--- src/rtl/disp_scan_ctrl.sv ---
// rtl/disp_scan_ctrl.sv - time-multiplexed 7-segment digit scan controller (optional blink: SCAN_BLINK_EN)
module disp_scan_ctrl #(
  parameter int NUM_DIGITS   = 6,
  parameter int SCAN_DIV     = 1000,
  parameter int BLANK_CYC    = 16,
  parameter int BLINK_FRAMES = 64
) (
  input  logic                    clk,
  input  logic                    rst,
  input  logic [4*NUM_DIGITS-1:0] digits_i,
  input  logic                    load_i,
`ifdef SCAN_BLINK_EN
  input  logic [NUM_DIGITS-1:0]   blink_mask_i,
`endif
  output logic                    load_ack_o,
  output logic [3:0]              bcd_o,
  output logic [NUM_DIGITS-1:0]   dig_en_o,
  output logic                    blank_o,
  output logic                    frame_o
);

  typedef enum logic {GUARD = 1'b0, SHOW = 1'b1} state_t;

  localparam int CW = $clog2(SCAN_DIV);
  localparam int IW = $clog2(NUM_DIGITS);
  localparam logic [CW-1:0] CNT_LAST   = CW'(SCAN_DIV - 1);
  localparam logic [CW-1:0] GUARD_LAST = CW'(BLANK_CYC - 1);
  localparam logic [IW-1:0] IDX_LAST   = IW'(NUM_DIGITS - 1);

  state_t                  state, state_nx;
  logic [CW-1:0]           cnt, cnt_nx;
  logic [IW-1:0]           idx, idx_nx;
  logic [4*NUM_DIGITS-1:0] shadow, shadow_nx;
  logic                    frame_end;
  logic                    capture;
  logic [3:0]              nib_nx;
  logic                    blinked_nx;
  logic                    lit_nx;
  logic                    frame_nx;
  logic [NUM_DIGITS-1:0]   dig_en_nx;

  // Slot/digit counters and the GUARD/SHOW transition for the coming cycle.
  always_comb begin
    state_nx  = state;
    cnt_nx    = cnt + CW'(1);
    idx_nx    = idx;
    frame_end = 1'b0;
    if (cnt == CNT_LAST) begin
      cnt_nx    = '0;
      frame_end = (idx == IDX_LAST);
      idx_nx    = (idx == IDX_LAST) ? '0 : idx + IW'(1);
    end
    case (state)
      GUARD:   if (cnt == GUARD_LAST) state_nx = SHOW;
      SHOW:    if (cnt == CNT_LAST) state_nx = GUARD;
      default: state_nx = GUARD;
    endcase
  end

  // New time is only taken on the last cycle of a frame so a frame never mixes digits.
  assign capture    = frame_end & load_i;
  assign load_ack_o = capture;
  assign shadow_nx  = capture ? digits_i : shadow;

  // Nibble for the next cycle comes from the post-capture shadow, so idx 0 of a
  // fresh frame already carries the new value when its guard interval starts.
  assign nib_nx = shadow_nx[{idx_nx, 2'b00} +: 4];

`ifdef SCAN_BLINK_EN
  localparam int FW = (BLINK_FRAMES > 1) ? $clog2(BLINK_FRAMES) : 1;
  localparam logic [FW-1:0] FCNT_LAST = FW'(BLINK_FRAMES - 1);

  logic [FW-1:0] fcnt, fcnt_nx;
  logic          phase, phase_nx;

  // Frame counter; the blink phase flips each time it wraps.
  always_comb begin
    fcnt_nx  = fcnt;
    phase_nx = phase;
    if (frame_end) begin
      if (fcnt == FCNT_LAST) begin
        fcnt_nx  = '0;
        phase_nx = ~phase;
      end else begin
        fcnt_nx = fcnt + FW'(1);
      end
    end
  end

  // Blink state register.
  always_ff @(posedge clk or posedge rst) begin
    if (rst) begin
      fcnt  <= '0;
      phase <= 1'b0;
    end else begin
      fcnt  <= fcnt_nx;
      phase <= phase_nx;
    end
  end

  assign blinked_nx = phase_nx & blink_mask_i[idx_nx];
`else
  localparam int unused_blink_frames = BLINK_FRAMES;
  assign blinked_nx = 1'b0;
`endif

  // Output decode for the coming cycle: light only valid, unblinked digits in SHOW.
  always_comb begin
    lit_nx    = (state_nx == SHOW) && (nib_nx <= 4'd9) && !blinked_nx;
    dig_en_nx = '0;
    if (lit_nx) dig_en_nx[idx_nx] = 1'b1;
    frame_nx  = (idx_nx == IDX_LAST) && (cnt_nx == CNT_LAST);
  end

  // Scan state register.
  always_ff @(posedge clk or posedge rst) begin
    if (rst) begin
      state  <= GUARD;
      cnt    <= '0;
      idx    <= '0;
      shadow <= '0;
    end else begin
      state  <= state_nx;
      cnt    <= cnt_nx;
      idx    <= idx_nx;
      shadow <= shadow_nx;
    end
  end

  // Registered outputs; dig_en_o and bcd_o move on the same edge.
  always_ff @(posedge clk or posedge rst) begin
    if (rst) begin
      dig_en_o <= '0;
      bcd_o    <= '0;
      blank_o  <= 1'b1;
      frame_o  <= 1'b0;
    end else begin
      dig_en_o <= dig_en_nx;
      bcd_o    <= nib_nx;
      blank_o  <= ~lit_nx;
      frame_o  <= frame_nx;
    end
  end

endmodule

--- config.mk ---
export PLATFORM = sky130hd
export DESIGN_NAME = disp_scan_ctrl
export DESIGN_NICKNAME = d
export VERILOG_FILES = /design/src/rtl/disp_scan_ctrl.sv
export SDC_FILE = /design/constraint.sdc
export NUM_CORES = 1
export LEC_CHECK = 0
export ABC_AREA = 1
export CELL_PAD_IN_SITES_DETAIL_PLACEMENT = 1
export CELL_PAD_IN_SITES_GLOBAL_PLACEMENT = 1
export CORE_ASPECT_RATIO = 0.9
export CORE_MARGIN = 1.5
export CORE_UTILIZATION = 40
export DETAILED_ROUTE_END_ITERATION = 8
export PLACE_DENSITY_LB_ADDON = 0.1
export SKIP_CTS_REPAIR_TIMING = 1
export SYNTH_ARGS = -nofsm -noshare
export SYNTH_HDL_FRONTEND = slang
export SYNTH_SLANG_ARGS = --single-unit
export TNS_END_PERCENT = 1
--- constraint.sdc ---
create_clock -name clk -period 2.82 [get_ports clk]
set_clock_uncertainty 0.05 [all_clocks]
set_input_delay 0.282 -clock clk [delete_from_list [all_inputs] [get_ports clk]]
set_output_delay 0.282 -clock clk [all_outputs]
set_load 0.1 [all_outputs]
==> impl_metrics.yaml <==
placed_design:
  gp_congestion: 0.861
  io_buffers: 39
  dpl_cell_area_um2: 3010
  place_ws_ps: 298
  dp_hpwl_mm: 4.56
worst_setup_path:
  critPathMaxStageDelay_ps: 390
  cp.required_ps: 3010
  path_class: "reg -> reg"
  reg2reg_to: "dig_en_o[1]"
  cp-start-kind: "register"
  crit_top_cell: "nand2_1"
  worstPathCellList: "ha_1 -> nand2_1 -> nor2_2 -> nand2_1 -> nand2_1 -> nand2_4 -> inv_2 -> nor2_1 -> o21ai_1 -> nand3_2 -> nand2_2 -> nand2_4 -> nor2_2"
  cp.arrival_ps: 2640
  critPathMaxFanout: 16
  critPathSlowestCell: "dfrtp_1"
  crit_family: "simple AND/OR/NAND/NOR gates"
  r2r.worst_path.cells: 13
  cp-end-kind: "register"
  critical_path_buf_inv_count: 1
  rrSetupSlack_ps: 370
  r2r_start: "cnt[0]"
synth:
  synth_edf_count: 0
  synthDistinctLibCells: 30
  async_flop_share: 1.00
  syn-num-nets: 338
  synth_seq_area_share: 0.490
  yosys_warnings: 0
  syn_area_um2: 2560
  ys_ff_latch: 50
  synth_ff_type: "dfrtp_1"
  synthCells: 309
  avgSynthCellArea_um2: 8.28
timing:
  fin_tns_setup_ps: 0
  setup_slack_ps: 374
  max_freq_ghz: 0.409
  finalCriticalPeriod_ps: 2450
  rsz0062_at_grt: "no"
  slew_violations: 0
  setup_viol: 0
  period_share: 0.867
  worstMarginPinSlew_ps: 560
  max_slew_margin: 0.626
  hold_viol: 0
detailed_routing:
  firstDrtPassIters: 4
  wl_per_cell_um: 14.0
  vias: 2106
  routed_wirelength_mm: 6.18
  drt_iter0_drc: 97
  viasPerCell: 4.78
  drc: 0
  ant_nets: 0
power_and_ir_drop:
  vdd_drop_max_mv: 0.305
  seqPwrFrac: 0.510
  internal-power_mw: 1.13
  power_frac_clock: 0.448
  powerDensity_nw_per_um2: 446
  p_switching_uw: 276
  switching_share: 0.196
  p_comb_frac: 0.042
  power_leakage_nw: 1.62
cells_and_area:
  postLayoutCoreUtil: 0.512
  area_growth_pct: 23.2
  design_area_um2: 3150
  drive_above_1_share: 0.201
  layout_commonest_cell: "nand2_1"
  antennaDiodeCount: 0
  finalNetCount: 382
  multi_input_area_um2: 1010
  regArea_um2: 1250
  final_cell_mix: "nand2_1 (83), inv_1 (51), dfrtp_1 (49), clkdlybuf4s50_1 (26), nor2_1 (18)"
  fillers: 752
cts:
  cts_sinks: 50
  insertion_delay_ps: 310
  htreeDepth: 2
  cts_buffer_depth: 2
  cts_tree: "built"
  numCtsBuffers: 5
  ctsRootBufferMaster: "clkbuf_8"
  clkTransAtPathRegs_ps: 90
worst_hold_path:
  hp-class: "in -> async"
die:
  num_rows: 27
  ios: 40
  floorplan.die_area_um2: 6880
  start_util: 0.416
  die_w_um: 87.3
  die_y_um: 78.9
  core_area_um2: 6150
global_routing:
  grt_usage: 0.198
  grt_pass1_vias: 2132
  grt_pass1_wl_mm: 10.4
  antenna_found_initial: 0
  grt_max_degree: 33
  gr-total-overflow: 0
status:
  outcome: "complete, no violations"
run:
  drv_cap: 0
[sequential cells by signal, summed over array words and instances (netlist names)]
name and count:
blank_o 1, shadow 24, state 1, dig_en_o 6
cnt 10, frame_o 1, bcd_o 4, idx 3
[Yosys cell counts (3+ instances only)]
cell | n | area share
nor3_1 | 4 | 0.0078
inv_1 | 52 | 0.076
o21ai_1 | 9 | 0.018
o21ai_2 | 8 | 0.027
mux2_2 | 4 | 0.018
nand4_1 | 12 | 0.029
buf_6 | 5 | 0.022
nor2_1 | 18 | 0.026
o21ai_0 | 4 | 0.0078
nor2_2 | 10 | 0.024
nand2_1 | 83 | 0.12
inv_2 | 10 | 0.015
nand3_1 | 16 | 0.031
nand2_2 | 3 | 0.0073
dfrtp_1 | 49 | 0.48
nand3_2 | 3 | 0.012
[cell families after synthesis]
group,count (synthesis),share of synthesized area
buffers and inverters,68,0.116
XOR/XNOR,3,0.0103
AND/OR/NAND/NOR,157,0.295
multiplexers,4,0.0176
flip-flops,50,0.490
AO/OA/AOI/OAI,25,0.0621
adder cells (fa/ha/maj),2,0.00978
[layout make-up]
type,count,share of cell area
Clock buffer,6,0.0262
Clock inverter,2,0.0191
Inverter,62,0.0739
Multi-Input combinational cell,191,0.322
Sequential cell,50,0.398
Tap cell,87,0.0346
Timing Repair Buffer,43,0.127
[stage by stage]
| stage | power, mW | instances | hold WS (ps) |
|---|---|---|---|
| after floorplan | 0.745 | 309 | 348 |
| after global placement | 0.791 | 433 | 402 |
| after detailed placement | 0.792 | 433 | 405 |
| after CTS | 1.42 | 441 | 305 |
| after global routing | 1.45 | 441 | 337 |
| final | 1.41 | 441 | 287 |
[routing by layer]
metal  global-route usage  share of wire
met1                0.272           0.48
met3               0.0385          0.036
met5                    0              0
met4               0.0571         0.0089
met2                0.319           0.48
[worst reg2reg max path, stage by stage, from the launching register on]
cell and delay [ps]:
dfrtp_1 390, ha_1 200, nand2_1 150, nor2_2 250, nand2_1 170, nand2_1 160, nand2_4 150, inv_2 190
nor2_1 70, o21ai_1 170, nand3_2 110, nand2_2 100, nand2_4 90, nor2_2 120
[power by group through the flow]
| stage | sequential, mW | combinational (mW) | clock, mW |
|---|---|---|---|
| after floorplan | 0.731 | 0.0141 | 0 |
| after global placement | 0.731 | 0.0608 | 0 |
| after detailed placement | 0.731 | 0.0610 | 0 |
| after CTS | 0.716 | 0.0615 | 0.642 |
| after global routing | 0.717 | 0.0655 | 0.667 |
| final | 0.716 | 0.0596 | 0.630 |
[how the worst max path moves through the flow]
stage	startpoint	to	slack, ps	cells after the start
2_1_floorplan	cnt[0]	load_ack_o	460	5
3_3_place_gp	load_i	dig_en_o[3]	370	16
3_5_place_dp	load_i	dig_en_o[1]	300	16
4_1_cts	cnt[0]	dig_en_o[1]	330	13
5_1_grt	cnt[0]	dig_en_o[3]	110	13
6_report	cnt[0]	dig_en_o[1]	370	13
Power figures use the tool's default switching activity.
==> edit 1, RTL diff (same settings) <==
Build with the macro `SCAN_BLINK_EN` defined.
--- a/src/rtl/disp_scan_ctrl.sv
+++ b/src/rtl/disp_scan_ctrl.sv
@@ -1,4 +1,6 @@
 // rtl/disp_scan_ctrl.sv - time-multiplexed 7-segment digit scan controller (optional blink: SCAN_BLINK_EN)
+`define SCAN_BLINK_EN
+
 module disp_scan_ctrl #(
   parameter int NUM_DIGITS   = 6,
   parameter int SCAN_DIV     = 1000,
Ports: changed (added blink_mask_i); port bits go from 40 to 46. The function was not compared with the original's and may differ.
==> edit 1 against the original RTL <==
  * Core utilization up 1.2 points
  * Total power up 12%
  * Highest routed layer unchanged
  * Sequential power increased by 14%
  * Sequential cell count is 7 higher
  * Wire length up 15%
  * Via count rose by 15%
  * Sequential share of layout area rose by 0.95 points
  * Setup slack worse by 0.14 ns
  * Global-route usage rose by 0.93 points
  * Cell area grew 11%
  * Critical path type unchanged
  * Synthesized area rose by 9.6%
==> edit 1: results (changes against the original RTL) <==
HP Class: in2async
leakage: 0.00186 uW (+15%)
Pint: 1240 uW (+9.9%)
syn_nets: 377 (+12%)
synthesized netlist cell count: 341 (+10%)
Placed Area: 3320 um^2 (+10%)
synth top area cells: dfrtp_1 (50%), nand2_1 (13%), nand3_1 (5.9%), inv_1 (4.6%), nor2_1 (3.8%)
Top FF cell, synth: dfrtp_1
sequential share of the synthesized area: 50.9% (+2.0 points)
Finished Layout Cells: 487 (+10%)
Slew @ Worst Pin: 0.611 ns (+0.0509 ns)
Netlist cell types: 36 (+20%)
R2R Path Start: cnt[0]
# diodes: 0 (unchanged)
WL/cell: 14.6 um (+4.1%)
routability cong.: 0.880 (+2.3%)
CP max stage cell: dfrtp_1
top cells by count, synth: nand2_1 (99), dfrtp_1 (56), inv_1 (34), nand3_1 (33), nor2_1 (28)
CP Data Arrival Time: 2.76 ns (+0.12 ns)
CP max stage delay: 0.40 ns
DR iter-0 viols: 90 (-7.2%)
first-pass GRT wire length: 11800 um (+13%)
CTS H-tree depth: 3 (+1)
biggest regs: shadow (24), cnt (10)
Pre-antenna DRT Iters: 4 (unchanged)
dpl cells: 472 (+9.0%)
largest net degree at the start of global routing: 31 (-6.1%)
clk slew on worst S/H paths: 0.06 ns (-0.03 ns)
worst vdd ir: 0.351 mV (+15%)
CTS Buf Count: 9 (+4)
Filler Cell Count: 823 (+9.4%)
Critical path origin: cnt[0]
R2R cell count: 16 (+3)
r2r setup slk: 0.23 ns (-0.14 ns)
share of layout cells above drive strength 1: 15.9% (-4.2 points)
FFs w/ async S/R, synth: 100% (unchanged)
post-synth top area share: 50.0% (+2.1 points)
capturing point of the worst reg2reg path: dig_en_o[2]
Nets: 429 (+12%)
CP top delay family: simple AND/OR/NAND/NOR gates
DR vias: 2427 (+15%)
gr usage total: 20.8% (+0.93 points)
Crit Path Max Fanout: 14 (-2)
initial antenna violation count: 0 (unchanged)
status: complete, no violations
Final HPWL DP: 5480 um (+20%)
clk_lat worst skew: 0.33 ns (+0.02 ns)
port bufs: 45 (+15%)
max FFs per register: 24 (unchanged)
[edit 1: area by class of cell]
type | instances | share of cell area, %
Clock buffer | 12 | 4.71
Clock inverter | 3 | 0.428
Inverter | 47 | 5.07
Multi-Input combinational cell | 231 | 32.8
Sequential cell | 57 | 40.7
Tap cell | 90 | 3.21
Timing Repair Buffer | 47 | 13.1
[edit 1: power by group through the flow]
stage,clock (uW),combinational (uW),sequential [uW]
after floorplan,0,17.6,833
after global placement,0,71.9,833
after detailed placement,0,72.9,833
after CTS,707,73.3,818
after global routing,744,78.4,817
final,687,71.3,818
[edit 1: how the worst max path moves through the flow]
| stage | endpoint | slack (ns) | cells after the start |
|---|---|---|---|
| after global routing | dig_en_o[2] | 0.004 | 16 |
| after global placement | dig_en_o[1] | 0.30 | 15 |
| after floorplan | dig_en_o[1] | 0.63 | 17 |
| after CTS | dig_en_o[2] | 0.13 | 15 |
| final | dig_en_o[2] | 0.23 | 16 |
| after detailed placement | dig_en_o[2] | 0.16 | 15 |
[edit 1: logic make-up (layout without fill, tap and decap cells)]
logic type	Yosys count	in the layout	synth area share, %
XOR/XNOR	4	4	1.25
AO/OA/AOI/OAI	27	27	5.58
AND/OR/NAND/NOR	197	197	32.7
adder cells (fa/ha/maj)	3	3	1.34
flip-flops	57	57	50.9
buffers and inverters	53	109	8.17
[edit 1: worst register-to-register path, cell delays in order (launching register included)]
cell and delay, ns:
dfrtp_1 0.40, ha_1 0.21, nand2_1 0.11, inv_2 0.10, nand3_4 0.09, nor2_8 0.22, nand2_2 0.10, nand2_2 0.24
nand3_1 0.20, inv_2 0.15, nand2_1 0.07, o21ai_1 0.08, nor2_1 0.07, nand2_1 0.13, nand2_2 0.08, nand2_4 0.12
nor2_2 0.06
[edit 1: per-stage QoR]
stage               util (%)  hold WS, ns  setup WS, ns  total power (uW)
floorplan                  -        0.360         0.628               850
global placement        49.6        0.404         0.301               905
finish                  52.4        0.304         0.233              1580
detailed placement      49.6        0.410         0.164               906
CTS                     52.3        0.318         0.128              1600
global route            52.4        0.342       0.00385              1640
[edit 1: per-layer routing]
layer	share of wire [%]	wire [um]	global-route usage [%]	vias to the layer above
met5	0	0	0	-
met4	0.82	58	5.78	0
met3	3.6	259	6.14	6
met2	47	3350	33.7	50
met1	48	3430	27.3	1187
li1	-	-	-	1184
==> edit 2, RTL diff (same flow settings) <==
Without the edit above. Set the parameter `SCAN_DIV` to 500 (it was 1000).
--- a/src/rtl/disp_scan_ctrl.sv
+++ b/src/rtl/disp_scan_ctrl.sv
@@ -1,7 +1,7 @@
 // rtl/disp_scan_ctrl.sv - time-multiplexed 7-segment digit scan controller (optional blink: SCAN_BLINK_EN)
 module disp_scan_ctrl #(
   parameter int NUM_DIGITS   = 6,
-  parameter int SCAN_DIV     = 1000,
+  parameter int SCAN_DIV     = 500,
   parameter int BLANK_CYC    = 16,
   parameter int BLINK_FRAMES = 64
 ) (
Behaviour: no difference found for any inputs over 10 cycles, from zero or initial values and one cycle with rst high; that may be too few to reach the edited logic, so the function may still have changed.
==> edit 2 against the original RTL <==
  * The run now ends with design-rule violations left
  * First-iteration DRC count down 38%
  * Synthesized area shrank 4.0%
  * Clock power decreased by 18%
  * Setup slack improved by 0.031 ns
  * Sequential cell count down 1
  * Cell area shrank 5.3%
  * Non-clock buffer count down 1
  * Total power is 9.5% lower
  * Wire length is 7.4% lower
  * Critical path depth up 2
==> edit 2: results (changes against the original RTL) <==
failing checks: design-rule violations
capturing point of the worst reg2reg path: dig_en_o[4]
CP Data Arrival Time: 2.61 ns (-0.03 ns)
post-synthesis mux area share: 0% (-1.8 points)
Post-Synth XOR/XNOR Area: 0.713% (-0.31 points)
residual DRC count: 3 (+3)
biggest regs: shadow (24), cnt (9), dig_en_o (6)
vias in the first global route: 2144 (+0.56%)
dpl ws: 0.369 ns (+0.0707 ns)
leakage: 0.00160 uW (-1.3%)
DR vias: 2027 (-3.8%)
routability cong.: 0.808 (-6.1%)
DR iter-0 viols: 60 (-38%)
worst vdd ir: 0.215 mV (-30%)
sequential share of the synthesized area: 50.0% (+1.0 points)
largest net degree at the start of global routing: 50 (+52%)
synth top area cells: dfrtp_1 (49%), nand2_1 (14%), inv_1 (5.8%), nand3_1 (5.1%), nand4_1 (2.5%)
syn_nets: 326 (-3.6%)
Filler Cell Count: 725 (-3.6%)
first-pass GRT wire length: 9960 um (-4.3%)
Compound-Gate Fraction of Synth Area: 3.67% (-2.5 points)
Placed Area: 2870 um^2 (-4.7%)
share of layout cells above drive strength 1: 17.0% (-3.0 points)
Slew @ Worst Pin: 0.617 ns (+0.0574 ns)
Post-Synth Adder-Cell Area: 0.509% (-0.47 points)
status: complete, but fails checks
Crit Path Max Fanout: 13 (-3)
R2R cell count: 15 (+2)
gr usage total: 19.0% (-0.85 points)
[edit 2: changes by cell type in the layout (fill, tap and decap cells not counted), sizes merged, moves of 2 or more]
cell,delta
a31oi,+2
o21ai,-14
nand3,+7
nand2,+16
nand3b,-2
inv,-18
mux2,-4
a21oi,+5
nor2,-4
and2,+2
[edit 2: per-layer routing]
layer  wire length [um]  track usage [%]  share of wire [%]  vias to the layer above
met4                 53             4.84               0.93                        0
met5                  0                0                  0                        -
met3                223             3.30                3.9                        5
met2               2770             32.2                 48                       35
li1                   -                -                  -                     1013
met1               2680             25.2                 47                      974
[edit 2: layout make-up]
cell class	instances	area, um^2	area share [%]
clock buffer	5	68.8	2.31
clock inverter	3	46.3	1.55
inverter	44	168	5.62
multi-input combinational	198	992	33.3
sequential	49	1230	41.1
tap	70	87.6	2.94
timing repair buffer	42	393	13.2
[edit 2: worst max-delay path, cell delays in order (launching register included)]
cell and delay, ns:
dfrtp_1 0.39, ha_1 0.25, nand2_1 0.11, nor2_4 0.25, nand2_2 0.16, nand2_2 0.11
nand2_4 0.12, inv_4 0.18, nand2_1 0.09, nand3_1 0.09, nand2_1 0.07, nor2_2 0.10
nand2_1 0.09, nand2_2 0.09, nand2_4 0.09, nor2_2 0.10
[edit 2: cells by family after synthesis]
kind of cell,count (synthesis)
buffers and inverters,51
XOR/XNOR,2
AO/OA/AOI/OAI,17
AND/OR/NAND/NOR,178
adder cells (fa/ha/maj),1
flip-flops,49
[edit 2: how the worst max path moves through the flow]
stage / cells past startpoint / slack [ns] / end
after floorplan: 15 / 0.72 / dig_en_o[0]
after global placement: 14 / 0.43 / dig_en_o[1]
after detailed placement: 14 / 0.37 / dig_en_o[0]
after CTS: 16 / 0.38 / dig_en_o[0]
after global routing: 16 / 0.17 / dig_en_o[4]
final: 15 / 0.41 / dig_en_o[4]
[edit 2: report_power, final]
part           total (uW)  leakage, uW  switching (uW)  internal, uW
sequential            702     0.000620               0           702
combinational        53.8     0.000923            20.9          32.9
clock                 516    0.0000543             250           266
[edit 2: metrics by stage]
step / util [%] / power, uW / std cells
after global placement: 49.5 / 771 / 403
after CTS: 51.5 / 1290 / 411
final: 51.5 / 1270 / 411
after detailed placement: 49.5 / 772 / 403
after floorplan: - / 728 / 298
after global routing: 51.5 / 1320 / 411
